File: src/rtl/imem_dmem_arbiter_if.sv
// Pipeline-to-memory bundle for imem_dmem_arbiter: fetch port, MEM-stage data port
// and the shared single-port memory port. "slave" is the arbiter's view.
interface imem_dmem_arbiter_if #(
  parameter int ADDR_W = 32,
  parameter int DATA_W = 32
);
  logic              if_req;
  logic [ADDR_W-1:0] if_addr;
  logic [DATA_W-1:0] if_rdata;
  logic              if_ack;
  logic              if_stall;
  logic              flush;
  logic              d_req;
  logic              d_we;
  logic [ADDR_W-1:0] d_addr;
  logic [DATA_W-1:0] d_wdata;
  logic [DATA_W-1:0] d_rdata;
  logic              d_ack;
  logic              d_stall;
  logic              mem_en;
  logic              mem_we;
  logic [ADDR_W-1:0] mem_addr;
  logic [DATA_W-1:0] mem_wdata;
  logic [DATA_W-1:0] mem_rdata;

  modport slave (
    input  if_req, if_addr, flush, d_req, d_we, d_addr, d_wdata, mem_rdata,
    output if_rdata, if_ack, if_stall, d_rdata, d_ack, d_stall,
           mem_en, mem_we, mem_addr, mem_wdata
  );

  modport master (
    output if_req, if_addr, flush, d_req, d_we, d_addr, d_wdata, mem_rdata,
    input  if_rdata, if_ack, if_stall, d_rdata, d_ack, d_stall,
           mem_en, mem_we, mem_addr, mem_wdata
  );
endinterface

File: src/rtl/imem_dmem_arbiter.sv
// Shares one pipelined single-port memory between instruction fetch and the MEM stage.
// Optional ARB_PERF_EN adds free-running fetch-wait and conflict counters.
module imem_dmem_arbiter #(
  parameter int ADDR_W     = 32,
  parameter int DATA_W     = 32,
  parameter int MEM_LAT    = 2,
  parameter int STARVE_MAX = 4
) (
  input  logic clk,
  input  logic rst,
  imem_dmem_arbiter_if.slave bus
`ifdef ARB_PERF_EN
  ,
  output logic [31:0] perf_fetch_wait,
  output logic [31:0] perf_conflict
`endif
);
  localparam int CNT_W    = $clog2(MEM_LAT + 1);
  localparam int STARVE_W = $clog2(STARVE_MAX + 1);

  typedef enum logic [1:0] {IDLE, BUSY_I, BUSY_D} state_t;

  state_t              state_q, state_d;
  logic [CNT_W-1:0]    cnt_q, cnt_d;
  logic [STARVE_W-1:0] starve_q, starve_d;
  logic                cancel_q, cancel_d;
  logic                we_q, we_d;
  logic                if_ack_q, if_ack_d;
  logic                d_ack_q, d_ack_d;
  logic [DATA_W-1:0]   if_rdata_q, if_rdata_d;
  logic [DATA_W-1:0]   d_rdata_q, d_rdata_d;
  logic                mem_en_q, mem_en_d;
  logic                mem_we_q, mem_we_d;
  logic [ADDR_W-1:0]   mem_addr_q, mem_addr_d;
  logic [DATA_W-1:0]   mem_wdata_q, mem_wdata_d;

  logic if_ack_c, if_elig, d_elig, fetch_wins, dropped;

  // A flush landing in the ack cycle kills the pulse that is already on its way out.
  assign if_ack_c   = if_ack_q & ~bus.flush;
  assign if_elig    = bus.if_req & ~if_ack_c;
  assign d_elig     = bus.d_req & ~d_ack_q;
  assign fetch_wins = if_elig & (~d_elig | (starve_q == STARVE_W'(STARVE_MAX)));
  assign dropped    = cancel_q | bus.flush;

  always_comb begin
    state_d     = state_q;
    cnt_d       = cnt_q;
    starve_d    = starve_q;
    cancel_d    = cancel_q;
    we_d        = we_q;
    if_ack_d    = 1'b0;
    d_ack_d     = 1'b0;
    if_rdata_d  = if_rdata_q;
    d_rdata_d   = d_rdata_q;
    mem_en_d    = 1'b0;
    mem_we_d    = 1'b0;
    mem_addr_d  = mem_addr_q;
    mem_wdata_d = mem_wdata_q;
    unique case (state_q)
      IDLE: begin
        cancel_d = 1'b0;
        if (fetch_wins) begin
          state_d    = BUSY_I;
          mem_addr_d = bus.if_addr;
          we_d       = 1'b0;
          mem_en_d   = 1'b1;
          cnt_d      = CNT_W'(MEM_LAT);
          starve_d   = '0;
        end else if (d_elig) begin
          state_d     = BUSY_D;
          mem_addr_d  = bus.d_addr;
          mem_wdata_d = bus.d_wdata;
          we_d        = bus.d_we;
          mem_en_d    = 1'b1;
          mem_we_d    = bus.d_we;
          cnt_d       = CNT_W'(MEM_LAT);
          if (bus.if_req && (starve_q != STARVE_W'(STARVE_MAX)))
            starve_d = starve_q + STARVE_W'(1);
        end
      end
      BUSY_I: begin
        cancel_d = dropped;
        if (cnt_q == '0) begin
          state_d  = IDLE;
          cancel_d = 1'b0;
          if (!dropped) begin
            if_rdata_d = bus.mem_rdata;
            if_ack_d   = 1'b1;
          end
        end else begin
          cnt_d = cnt_q - CNT_W'(1);
        end
      end
      BUSY_D: begin
        if (cnt_q == '0) begin
          state_d = IDLE;
          d_ack_d = 1'b1;
          if (!we_q)
            d_rdata_d = bus.mem_rdata;
        end else begin
          cnt_d = cnt_q - CNT_W'(1);
        end
      end
      default: state_d = IDLE;
    endcase
  end

  always_ff @(posedge clk or negedge rst) begin
    if (!rst) begin
      state_q     <= IDLE;
      cnt_q       <= '0;
      starve_q    <= '0;
      cancel_q    <= 1'b0;
      we_q        <= 1'b0;
      if_ack_q    <= 1'b0;
      d_ack_q     <= 1'b0;
      if_rdata_q  <= '0;
      d_rdata_q   <= '0;
      mem_en_q    <= 1'b0;
      mem_we_q    <= 1'b0;
      mem_addr_q  <= '0;
      mem_wdata_q <= '0;
    end else begin
      state_q     <= state_d;
      cnt_q       <= cnt_d;
      starve_q    <= starve_d;
      cancel_q    <= cancel_d;
      we_q        <= we_d;
      if_ack_q    <= if_ack_d;
      d_ack_q     <= d_ack_d;
      if_rdata_q  <= if_rdata_d;
      d_rdata_q   <= d_rdata_d;
      mem_en_q    <= mem_en_d;
      mem_we_q    <= mem_we_d;
      mem_addr_q  <= mem_addr_d;
      mem_wdata_q <= mem_wdata_d;
    end
  end

  // Stalls are gated by reset so the pipeline is released while the arbiter is held.
  assign bus.if_stall  = rst & bus.if_req & ~if_ack_c;
  assign bus.d_stall   = rst & bus.d_req & ~d_ack_q;
  assign bus.if_ack    = if_ack_c;
  assign bus.d_ack     = d_ack_q;
  assign bus.if_rdata  = if_rdata_q;
  assign bus.d_rdata   = d_rdata_q;
  assign bus.mem_en    = mem_en_q;
  assign bus.mem_we    = mem_we_q;
  assign bus.mem_addr  = mem_addr_q;
  assign bus.mem_wdata = mem_wdata_q;

`ifdef ARB_PERF_EN
  logic [31:0] perf_fetch_wait_q, perf_conflict_q;
  logic        conflict_c;

  assign conflict_c = (state_q == IDLE) & if_elig & d_elig;

  always_ff @(posedge clk or negedge rst) begin
    if (!rst) begin
      perf_fetch_wait_q <= '0;
      perf_conflict_q   <= '0;
    end else begin
      perf_fetch_wait_q <= perf_fetch_wait_q + {31'b0, bus.if_stall};
      perf_conflict_q   <= perf_conflict_q + {31'b0, conflict_c};
    end
  end

  assign perf_fetch_wait = perf_fetch_wait_q;
  assign perf_conflict   = perf_conflict_q;
`endif
endmodule
File: src/flat_wrapper.sv
// flat-port wrapper written by rule: the top's interface ports become plain ports
module imem_dmem_arbiter_flat 
#(
  parameter int ADDR_W     = 32,
  parameter int DATA_W     = 32,
  parameter int MEM_LAT    = 2,
  parameter int STARVE_MAX = 4
)
  (clk, rst, bus_if_req, bus_if_addr, bus_flush, bus_d_req, bus_d_we, bus_d_addr, bus_d_wdata, bus_mem_rdata, bus_if_rdata, bus_if_ack, bus_if_stall, bus_d_rdata, bus_d_ack, bus_d_stall, bus_mem_en, bus_mem_we, bus_mem_addr, bus_mem_wdata);
  imem_dmem_arbiter_if #(.ADDR_W(ADDR_W), .DATA_W(DATA_W)) bus_i ();
  input  logic clk;
  input  logic rst;
  input wire logic [$bits(bus_i.if_req)-1:0] bus_if_req;
  input wire logic [$bits(bus_i.if_addr)-1:0] bus_if_addr;
  input wire logic [$bits(bus_i.flush)-1:0] bus_flush;
  input wire logic [$bits(bus_i.d_req)-1:0] bus_d_req;
  input wire logic [$bits(bus_i.d_we)-1:0] bus_d_we;
  input wire logic [$bits(bus_i.d_addr)-1:0] bus_d_addr;
  input wire logic [$bits(bus_i.d_wdata)-1:0] bus_d_wdata;
  input wire logic [$bits(bus_i.mem_rdata)-1:0] bus_mem_rdata;
  output wire logic [$bits(bus_i.if_rdata)-1:0] bus_if_rdata;
  output wire logic [$bits(bus_i.if_ack)-1:0] bus_if_ack;
  output wire logic [$bits(bus_i.if_stall)-1:0] bus_if_stall;
  output wire logic [$bits(bus_i.d_rdata)-1:0] bus_d_rdata;
  output wire logic [$bits(bus_i.d_ack)-1:0] bus_d_ack;
  output wire logic [$bits(bus_i.d_stall)-1:0] bus_d_stall;
  output wire logic [$bits(bus_i.mem_en)-1:0] bus_mem_en;
  output wire logic [$bits(bus_i.mem_we)-1:0] bus_mem_we;
  output wire logic [$bits(bus_i.mem_addr)-1:0] bus_mem_addr;
  output wire logic [$bits(bus_i.mem_wdata)-1:0] bus_mem_wdata;
  assign bus_i.if_req = bus_if_req;
  assign bus_i.if_addr = bus_if_addr;
  assign bus_i.flush = bus_flush;
  assign bus_i.d_req = bus_d_req;
  assign bus_i.d_we = bus_d_we;
  assign bus_i.d_addr = bus_d_addr;
  assign bus_i.d_wdata = bus_d_wdata;
  assign bus_i.mem_rdata = bus_mem_rdata;
  assign bus_if_rdata = bus_i.if_rdata;
  assign bus_if_ack = bus_i.if_ack;
  assign bus_if_stall = bus_i.if_stall;
  assign bus_d_rdata = bus_i.d_rdata;
  assign bus_d_ack = bus_i.d_ack;
  assign bus_d_stall = bus_i.d_stall;
  assign bus_mem_en = bus_i.mem_en;
  assign bus_mem_we = bus_i.mem_we;
  assign bus_mem_addr = bus_i.mem_addr;
  assign bus_mem_wdata = bus_i.mem_wdata;
  imem_dmem_arbiter #(.ADDR_W(ADDR_W), .DATA_W(DATA_W), .MEM_LAT(MEM_LAT), .STARVE_MAX(STARVE_MAX)) u_core (.clk(clk), .rst(rst), .bus(bus_i));
endmodule
File: config.mk
export PLATFORM = sky130hd
export DESIGN_NAME = imem_dmem_arbiter_flat
export DESIGN_NICKNAME = d
export VERILOG_FILES = /design/src/rtl/imem_dmem_arbiter_if.sv /design/src/rtl/imem_dmem_arbiter.sv /design/src/flat_wrapper.sv
export SDC_FILE = /design/constraint.sdc
export NUM_CORES = 1
export LEC_CHECK = 0
export BUFFER_PORTS_ARGS = -buffer_cell sky130_fd_sc_hd__buf_2
export CAP_MARGIN = 40
export CELL_PAD_IN_SITES_DETAIL_PLACEMENT = 0
export CELL_PAD_IN_SITES_GLOBAL_PLACEMENT = 1
export CORE_UTILIZATION = 36
export CTS_CLUSTER_SIZE = 16
export DETAILED_ROUTE_END_ITERATION = 8
export PLACE_DENSITY = 0.84
export RECOVER_POWER = 50
export SYNTH_ARGS = -nofsm -noshare
export SYNTH_HDL_FRONTEND = slang
export SYNTH_SLANG_ARGS = --single-unit
export TNS_END_PERCENT = 5
File: constraint.sdc
create_clock -name clk -period 2.31 [get_ports clk]
set_input_delay 0.3465 -clock clk [delete_from_list [all_inputs] [get_ports clk]]
set_output_delay 0.3465 -clock clk [all_outputs]
set_load 0.01 [all_outputs]
==> results of run 1 <==
[cell families (layout without fill, tap and decap cells)]
| logic type | count (synthesis) | in the layout |
|---|---|---|
| buffers and inverters | 34 | 317 |
| AOI/OAI and AO/OA | 83 | 83 |
| and+or+nand+nor | 60 | 60 |
| adders and majority gates | 7 | 7 |
| muxes | 97 | 97 |
| DFF | 141 | 141 |
[flip-flops by register name, indices dropped and copies added (netlist names)]
signal	count
u_core.cnt_q	2
u_core.state_q	2
u_core.bus.mem_en	1
u_core.we_q	1
u_core.bus.mem_we	1
u_core.bus.if_rdata	32
u_core.if_ack_q	1
u_core.bus.d_rdata	32
u_core.bus.d_ack	1
u_core.starve_q	3
u_core.bus.mem_wdata	32
u_core.bus.mem_addr	32
u_core.cancel_q	1
[power breakdown]
part | internal, mW | switching (mW) | total (mW) | leakage (nW)
Sequential | 3.71 | 0.679 | 4.39 | 1.71
Clock | 1.86 | 1.02 | 2.88 | 0.300
Combinational | 1.97 | 2.32 | 4.29 | 1.67
[worst max-delay path, delay by kind of cell, from the launching register on]
family	cells	cell delay [ps]
fa+ha+maj	1	260
flops	1	390
compound gates	3	510
simple gates	1	270
buf+inv	2	460
[cell type report]
cell class | count | area share (%)
clock buffers | 22 | 5.94
repair buffers | 275 | 16.6
flip-flops and latches | 141 | 45.1
clock inverters | 10 | 2.08
inverters | 10 | 0.480
multi-input cells | 247 | 26.4
well taps | 211 | 3.38
[final timing paths]
path                       depth (start not counted)                        to  slack [ps]                startpoint
setup reg to reg                                   7   u_core.bus.mem_addr[28]         320         u_core.state_q[0]
hold reg to reg                                    1  u_core.bus.mem_wdata[11]         490  u_core.bus.mem_wdata[11]
min in group asynchronous                          2   u_core.bus.mem_addr[24]         430                       rst
max in group asynchronous                          3    u_core.bus.d_rdata[24]         680                       rst
setup / recovery                                   7   u_core.bus.mem_addr[28]         320         u_core.state_q[0]
hold / removal                                     2  u_core.bus.mem_wdata[18]         140           bus_d_wdata[18]
[what timing repair did]
| action | 4_1_cts | 5_1_grt |
|---|---|---|
| hold buffers | 1 | 0 |
| hold endpoints to repair | 42 | 0 |
| setup buffers | 0 | 0 |
[metal layers]
layer | vias to the layer above | GRT usage, %
met5 | - | 0
met4 | 0 | 7.34
met3 | 32 | 6.40
met2 | 173 | 32.3
met1 | 2155 | 20.8
li1 | 2044 | -
[cell usage after synthesis (all sizes together)]
cell	count
clkbuf	9
mux2	96
nor2b	1
inv	10
and3b	1
mux2i	1
and2b	1
a2bb2oi	32
a21oi	36
ha	7
a22o	1
dfrtp	141
o21ai	6
nand2b	4
nor2	6
a211oi	2
and2	3
and3	3
nand3	1
o211a	1
nand2	37
buf	15
nor3	1
a211o	1
o31ai	1
a21o	1
a32o	1
or4b	1
or4	1
o2bb2ai	1
[per-stage QoR]
step           utilization [%]  worst slack (ps)  cells
3_3_place_gp              47.8               447    883
2_1_floorplan                -               525    422
6_report                  50.8               319    916
3_5_place_dp              47.8               312    883
4_1_cts                   52.0               303    916
5_1_grt                   50.8               172    916
==> results.ini, run 1 <==
[status]
status=finished, final reports clean

[floorplanning]
die_height_um=128
start_util_pct=37.4
die_w_um=128
ios=268
std_cell_rows=45
design.core.area_um2=15400
fp.dieArea_um2=16500

[synth]
post_synth_mux_area_share_pct=19.0
yosys_warnings=0
netlist_top_cells_area=dfrtp_1 61%, mux2_2 13%, mux2_1 5.7%
synth_xor_area_share_pct=0
synth_top_family_by_area=multiplexers
synth_nets=563
synth_cells=422
yosys.area.top_type=dfrtp_1
synth-simple-area-share_pct=5.18
mappedNetlistArea_um2=5750
synth-compound-area-share_pct=10.0
syn_area_per_cell_um2=13.6
ys_seq_area_share_pct=61.4
ys_types=38
synth-adder-area-share_pct=1.52
ys_ff_latch=141
yosysTopAreaCellShare_pct=61.4

[cells_and_area]
layout_common_cells=141 x dfrtp_1, 135 x buf_2, 134 x clkbuf_1
antenna_cells=0
multi_input_area_um2=2060
area_delta_synth_final_pct=36.0
layout_commonest_cell=dfrtp_1
finish.instance_area_um2=7820
regArea_um2=3530
final_nets=833
drive_above_1_share_pct=34.9
num-fill-cells=1407

[global_route]
grt_usage_pct=18.5
overflow=0
antenna_found_initial=0
grt_pass1_vias=4731
grt_pass1_wl_mm=23.4
grt_max_degree=100

[route]
met1Wirelength_mm=5.78
drt_iter0_drc=218
drtAntennaViolNets=0
wl_met2_mm=7.56
wl_per_cell_um=16.1
dr_wl_met3_mm=1.06
drc_errors=0
routed_wl_mm=14.7
avgViaCountPerCell=4.81
first_pass_iters=4
topRoutingLayerUsed=met4
vias=4404

[clock_tree]
post_cts_resized=0
path_clk_slew_ps=60
clockRootBuffer=clkbuf_16
htree_levels=4
cts_buffers=17
clk_path_buf_depth=2
clock_sinks=141
cts_tree=yes
clk_latency_ps=410

[sta]
rsz0062_at_grt=false
maxSlewViolCount=0
hold_viol=0
setup_tns_ps=0
setup_viol=0
max_slew_margin_pct=40.6
clock_skew_ps=9.15
fmax_mhz=502
worst_pin_slew_ps=890
min_period_over_period_pct=86.2
fin_crit_ps=1990
hold_ws_ps=140

[placed_design]
portBuffers=267
placed_area_um2=7350
place_congestion=0.892
place_hpwl_mm=10.7

[critical_path]
cp.required_ps=2640
path_cells=inv_1 -> ha_1 -> and3b_1 -> a21oi_2 -> buf_4 -> a21oi_1 -> a2bb2oi_1
critPathSlowestCell=dfrtp_1
path_max_fanout=30
start_kind=flop
path_class=flop to flop
slowest_delay_ps=390
end_kind=flop
worst_ep_arrival_time_ps=2320

[pwr]
power.total_mw=11.6
p_leak_nw=3.67
ir_worst_vdd_mv=0.689
power_density_nw_per_um2=1480

[min_path]
hp-class=input pin to flop

[flow_run]
drv_cap=0

(Power assumes the default switching activity.)
==> run 2, diff against run 1 <==
--- a/config.mk
+++ b/config.mk
@@ -12,7 +12,7 @@
 export CORE_UTILIZATION = 36
 export CTS_CLUSTER_SIZE = 16
 export DETAILED_ROUTE_END_ITERATION = 8
-export PLACE_DENSITY = 0.84
+export PLACE_DENSITY_LB_ADDON = 0.25
 export RECOVER_POWER = 50
 export SYNTH_ARGS = -nofsm -noshare
 export SYNTH_HDL_FRONTEND = slang
==> results.ini, run 2 (synthesis results as in run 1) <==
[cells_and_area]
multi_input_area_um2=2060  ; unchanged
drive_above_1_share_pct=44.7  ; was 34.9%
layout_common_cells=201 x buf_2, 141 x dfrtp_1, 67 x mux2_2  ; was 141 x dfrtp_1, 135 x buf_2, 134 x clkbuf_1
num-fill-cells=1454  ; was 1,407
area_delta_synth_final_pct=37.5  ; was 36.0%
regArea_um2=3530  ; unchanged
layout_commonest_cell=buf_2  ; was dfrtp_1
final_nets=832  ; was 833
antenna_cells=0  ; unchanged

[sta]
max_slew_margin_pct=-27.4  ; was 40.6%
worst_pin_slew_ps=1910  ; was 890 ps
clock_skew_ps=6.78  ; was 9.15 ps
fin_crit_ps=2000  ; was 1990 ps
fmax_mhz=500  ; was 502 MHz
finalWorstSetupSlack_ps=309  ; was 319 ps
setup_tns_ps=0  ; unchanged
maxSlewViolCount=142  ; was 0
min_period_over_period_pct=86.6  ; was 86.2%
hold_viol=0  ; unchanged
setup_viol=0  ; unchanged
rsz0062_at_grt=false  ; unchanged

[critical_path]
slowest_delay_ps=390  ; about the same
path_max_fanout=30  ; unchanged
worst_ep_arrival_time_ps=2320  ; about the same
critPathSlowestCell=dfrtp_1  ; unchanged
start_kind=flop  ; unchanged
end_kind=flop  ; unchanged
r2r_cells=7  ; unchanged
path_class=flop to flop  ; unchanged
path_cells=inv_1 -> ha_1 -> and3b_1 -> a21oi_2 -> buf_4 -> a21oi_1 -> a2bb2oi_1  ; unchanged
cp.required_ps=2630  ; was 2640 ps

[route]
drc_errors=0  ; unchanged
routed_wl_mm=14.4  ; was 14.7 mm
first_pass_iters=4  ; unchanged
vias=4388  ; was 4,404
drtAntennaViolNets=0  ; unchanged
drt_iter0_drc=149  ; was 218
wl_per_cell_um=15.7  ; was 16.1 um
avgViaCountPerCell=4.80  ; was 4.81

[clock_tree]
htree_levels=4  ; unchanged
cts_buffers=17  ; unchanged
cts_setup_buffers=0  ; unchanged
post_cts_resized=0  ; unchanged
path_clk_slew_ps=60  ; about the same
clockRootBuffer=clkbuf_16  ; unchanged
clk_path_buf_depth=2  ; unchanged
clk_latency_ps=410  ; about the same
clock_sinks=141  ; unchanged
ctsHoldBuffers=0  ; was 1
cts_tree=yes  ; unchanged

[floorplanning]
fp.dieArea_um2=16500  ; unchanged
die_height_um=128  ; unchanged
ios=268  ; unchanged
start_util_pct=37.4  ; unchanged
std_cell_rows=45  ; unchanged
die_w_um=128  ; unchanged
design.core.area_um2=15400  ; unchanged

[global_route]
antenna_found_initial=0  ; unchanged
grt_pass1_wl_mm=22.9  ; was 23.4 mm
grt_pass1_vias=4594  ; was 4,731
grt_max_degree=142  ; was 100
grt_usage_pct=18.1  ; was 18.5%
overflow=0  ; unchanged

[min_path]
hp-class=input pin to flop  ; unchanged
hold_depth=2  ; unchanged

[placed_design]
portBuffers=267  ; unchanged
place_hpwl_mm=10.3  ; was 10.7 mm
dp_slack_ps=309  ; was 312 ps
place_congestion=0.748  ; was 0.892

[status]
violations=capacitance limit, slew limit
status=complete, but fails checks  ; was finished, final reports clean

[pwr]
ir_worst_vdd_mv=0.640  ; was 0.689 mV
power.total_mw=11.7  ; was 11.6 mW
pwr-share-seq_pct=37.0  ; was 38.0%
power_switching_mw=3.98  ; was 4.02 mW
comb_power_share_pct=37.8  ; was 37.1%
cell_internal_pwr_mw=7.75  ; was 7.54 mW
netSwitchingFraction_pct=33.9  ; was 34.8%
power_density_nw_per_um2=1480  ; about the same
p_leak_nw=3.88  ; was 3.67 nW
clkPwrFrac_pct=25.2  ; was 25.0%

[flow_run]
drv_cap=1  ; was 0

run 2: metrics by stage:
step | hold WS [ps] | cells | cell area [um2] | util (%)
6_report | 150 | 915 | 7900 | 51.4
5_1_grt | 128 | 915 | 7900 | 51.4
4_1_cts | 97.9 | 915 | 8000 | 52.0
3_3_place_gp | 469 | 883 | 7350 | 47.8
3_5_place_dp | 476 | 883 | 7350 | 47.8
2_1_floorplan | 50.9 | 422 | 5750 | -
run 2: cell type report:
| type | count | share of cell area [%] |
|---|---|---|
| clock buffers | 17 | 5.38 |
| clock inverters | 15 | 2.79 |
| multi-input cells | 247 | 26.1 |
| repair buffers | 274 | 17.3 |
| well taps | 211 | 3.34 |
| inverters | 10 | 0.475 |
| flip-flops and latches | 141 | 44.6 |
run 2: final timing paths:
path | start | end | slack (ps)
worst max register to register | u_core.state_q[0] | u_core.bus.mem_addr[15] | 310
min in group asynchronous | rst | u_core.bus.mem_wdata[23] | 560
worst min-delay path | bus_d_wdata[20] | u_core.bus.mem_wdata[20] | 150
worst max-delay path | u_core.state_q[0] | u_core.bus.mem_addr[15] | 310
max in group asynchronous | rst | u_core.bus.mem_wdata[19] | 540
worst min register to register | u_core.bus.mem_wdata[20] | u_core.bus.mem_wdata[20] | 490
run 2: per-layer routing:
metal	global-route usage (%)	share of wire, %
met1	20.8	40
met2	31.0	51
met3	5.90	7.6
met4	8.03	1.8
met5	0	0
run 2: worst max-delay path: cells and delay by family, from the launching register on:
kind	cells	cell delay, ps
flops	1	390
simple gates	1	270
buf+inv	2	460
fa+ha+maj	1	260
compound gates	3	520
run 2: power by group through the flow:
stage	combinational [mW]	clock (mW)	sequential (mW)
detailed placement	4.67	0	4.35
global route	4.88	3.14	4.52
global placement	4.56	0	4.29
CTS	4.67	3.04	4.33
finish	4.43	2.95	4.34
floorplan	2.20	0	4.88
==> run 3, diff against run 2 <==
--- a/config.mk
+++ b/config.mk
@@ -7,11 +7,10 @@
 export LEC_CHECK = 0
 export BUFFER_PORTS_ARGS = -buffer_cell sky130_fd_sc_hd__buf_2
 export CAP_MARGIN = 40
-export CELL_PAD_IN_SITES_DETAIL_PLACEMENT = 0
-export CELL_PAD_IN_SITES_GLOBAL_PLACEMENT = 1
-export CORE_UTILIZATION = 36
+export CORE_UTILIZATION = 40
 export CTS_CLUSTER_SIZE = 16
 export DETAILED_ROUTE_END_ITERATION = 8
+export GPL_TIMING_DRIVEN = 0
 export PLACE_DENSITY_LB_ADDON = 0.25
 export RECOVER_POWER = 50
 export SYNTH_ARGS = -nofsm -noshare
==> results.ini, run 3 (synthesis results as in run 1) <==
[route]
drt_iter0_drc=121  ; was 149
wl_per_cell_um=15.5  ; was 15.7 um
drtAntennaViolNets=0  ; unchanged
first_pass_iters=4  ; unchanged
drc_errors=0  ; unchanged
avgViaCountPerCell=4.90  ; was 4.80
vias=4423  ; was 4,388
routed_wl_mm=14.0  ; was 14.4 mm

[cells_and_area]
layout_common_cells=212 x buf_2, 141 x dfrtp_1, 74 x clkbuf_1  ; was 201 x buf_2, 141 x dfrtp_1, 67 x mux2_2
final_nets=851  ; was 832
final_cells=902  ; was 915
num-fill-cells=1203  ; was 1,454
area_delta_synth_final_pct=38.6  ; was 37.5%
finish.instance_area_um2=7970  ; was 7900 um2
layout_commonest_cell=buf_2  ; unchanged
drive_above_1_share_pct=44.5  ; was 44.7%
antenna_cells=0  ; unchanged

[global_route]
grt_pass1_vias=4510  ; was 4,594
overflow=0  ; unchanged
grt_max_degree=77  ; was 142
grt_usage_pct=19.2  ; was 18.1%
grt_pass1_wl_mm=21.8  ; was 22.9 mm
antenna_found_initial=0  ; unchanged

[clock_tree]
clk_path_buf_depth=2  ; unchanged
htree_levels=4  ; unchanged
clk_latency_ps=410  ; about the same
cts_setup_buffers=0  ; unchanged
cts_tree=yes  ; unchanged
clock_sinks=141  ; unchanged
path_clk_slew_ps=60  ; about the same
clockRootBuffer=clkbuf_16  ; unchanged
cts_buffers=17  ; unchanged

[placed_design]
place_hpwl_mm=10.5  ; was 10.3 mm
dp_slack_ps=186  ; was 309 ps
place_congestion=0.773  ; was 0.748
portBuffers=267  ; unchanged
dp.cells=870  ; was 883
placed_area_um2=7340  ; was 7350 um2

[critical_path]
path_max_fanout=10  ; was 30
worst_ep_arrival_time_ps=2420  ; was 2320 ps
path_class=flop to flop  ; unchanged
end_kind=flop  ; unchanged
start_kind=flop  ; unchanged
cp.required_ps=2640  ; was 2630 ps

[sta]
hold_ws_ps=-43.6  ; was 150 ps
setup_viol=0  ; unchanged
setup_tns_ps=0  ; unchanged
min_period_over_period_pct=90.5  ; was 86.6%
hold_viol=61  ; was 0
worst_pin_slew_ps=687  ; was 1910 ps
maxSlewViolCount=0  ; was 142
rsz0062_at_grt=false  ; unchanged
fmax_mhz=478  ; was 500 MHz
max_slew_margin_pct=54.2  ; was -27.4%
fin_crit_ps=2090  ; was 2000 ps
finalWorstSetupSlack_ps=219  ; was 309 ps
clock_skew_ps=7.29  ; was 6.78 ps

[min_path]
hp-class=input pin to asynchronous set/reset pin  ; was input pin to flop

[flow_run]
drv_cap=0  ; was 1

[status]
status=complete, but fails checks  ; unchanged
violations=hold timing  ; was capacitance limit, slew limit

[pwr]
p_leak_nw=3.96  ; was 3.88 nW
power_density_nw_per_um2=1500  ; was 1480 nW/um2
ir_worst_vdd_mv=0.715  ; was 0.640 mV

[floorplanning]
die_height_um=122  ; was 128 um
start_util_pct=41.2  ; was 37.4%
std_cell_rows=43  ; was 45
die_w_um=122  ; was 128 um
design.core.area_um2=13900  ; was 15,400 um2
fp.dieArea_um2=14900  ; was 16,500 um2
ios=268  ; unchanged

## run 3: worst max-delay path, cell delays in order (launching register included)
cell	delay (ps)
dfrtp_1	390
inv_1	80
ha_1	260
and3b_1	270
a21oi_2	320
clkbuf_1	430
a21oi_1	100
a2bb2oi_1	160
## run 3: final timing paths
check / startpoint / to / slack, ps / cells after the start
worst max-delay path: u_core.state_q[0] / u_core.bus.mem_addr[19] / 220 / 7
min in group clk: bus_d_wdata[5] / u_core.bus.mem_wdata[5] / 150 / 2
worst max register to register: u_core.state_q[0] / u_core.bus.mem_addr[19] / 220 / 7
worst min register to register: u_core.bus.mem_wdata[28] / u_core.bus.mem_wdata[28] / 490 / 1
worst min-delay path: rst / u_core.bus.mem_wdata[23] / -40 / 1
max in group asynchronous: rst / u_core.bus.mem_wdata[26] / 1440 / 2
## run 3: where the power goes
| part | internal, mW | switching (mW) | total [mW] |
|---|---|---|---|
| combinational | 2.13 | 2.33 | 4.46 |
| sequential | 3.71 | 0.639 | 4.35 |
| clock | 2.19 | 0.979 | 3.16 |
| total | 8.02 | 3.95 | 12.0 |
## run 3: cell type report
type | instances | area [um2] | area share (%)
flip-flops and latches | 141 | 3530 | 44.3
multi-input cells | 247 | 2050 | 25.8
repair buffers | 269 | 1300 | 16.3
clock buffers | 20 | 457 | 5.73
clock inverters | 11 | 238 | 2.98
well taps | 180 | 225 | 2.83
plain buffers | 24 | 131 | 1.65
inverters | 10 | 37.5 | 0.471
## run 3: repair_timing
action | 4_1_cts | 5_1_grt
gates resized for setup | 0 | 2
hold endpoints to repair | 71 | 1
setup endpoints to repair | 0 | 1
## run 3: per-layer routing
layer | global-route usage, % | wire length [um] | up-vias
met2 | 33.2 | 7160 | 169
met1 | 21.9 | 5650 | 2168
met4 | 7.33 | 130 | 0
met5 | 0 | 0 | -
met3 | 6.09 | 1090 | 12
li1 | - | - | 2074
## run 3: per-stage QoR
step | total power, mW | util [%]
6_report | 12.0 | 57.2
5_1_grt | 12.7 | 57.2
4_1_cts | 12.3 | 57.7
3_5_place_dp | 9.02 | 52.7
3_3_place_gp | 8.82 | 52.5
2_1_floorplan | 7.07 | -
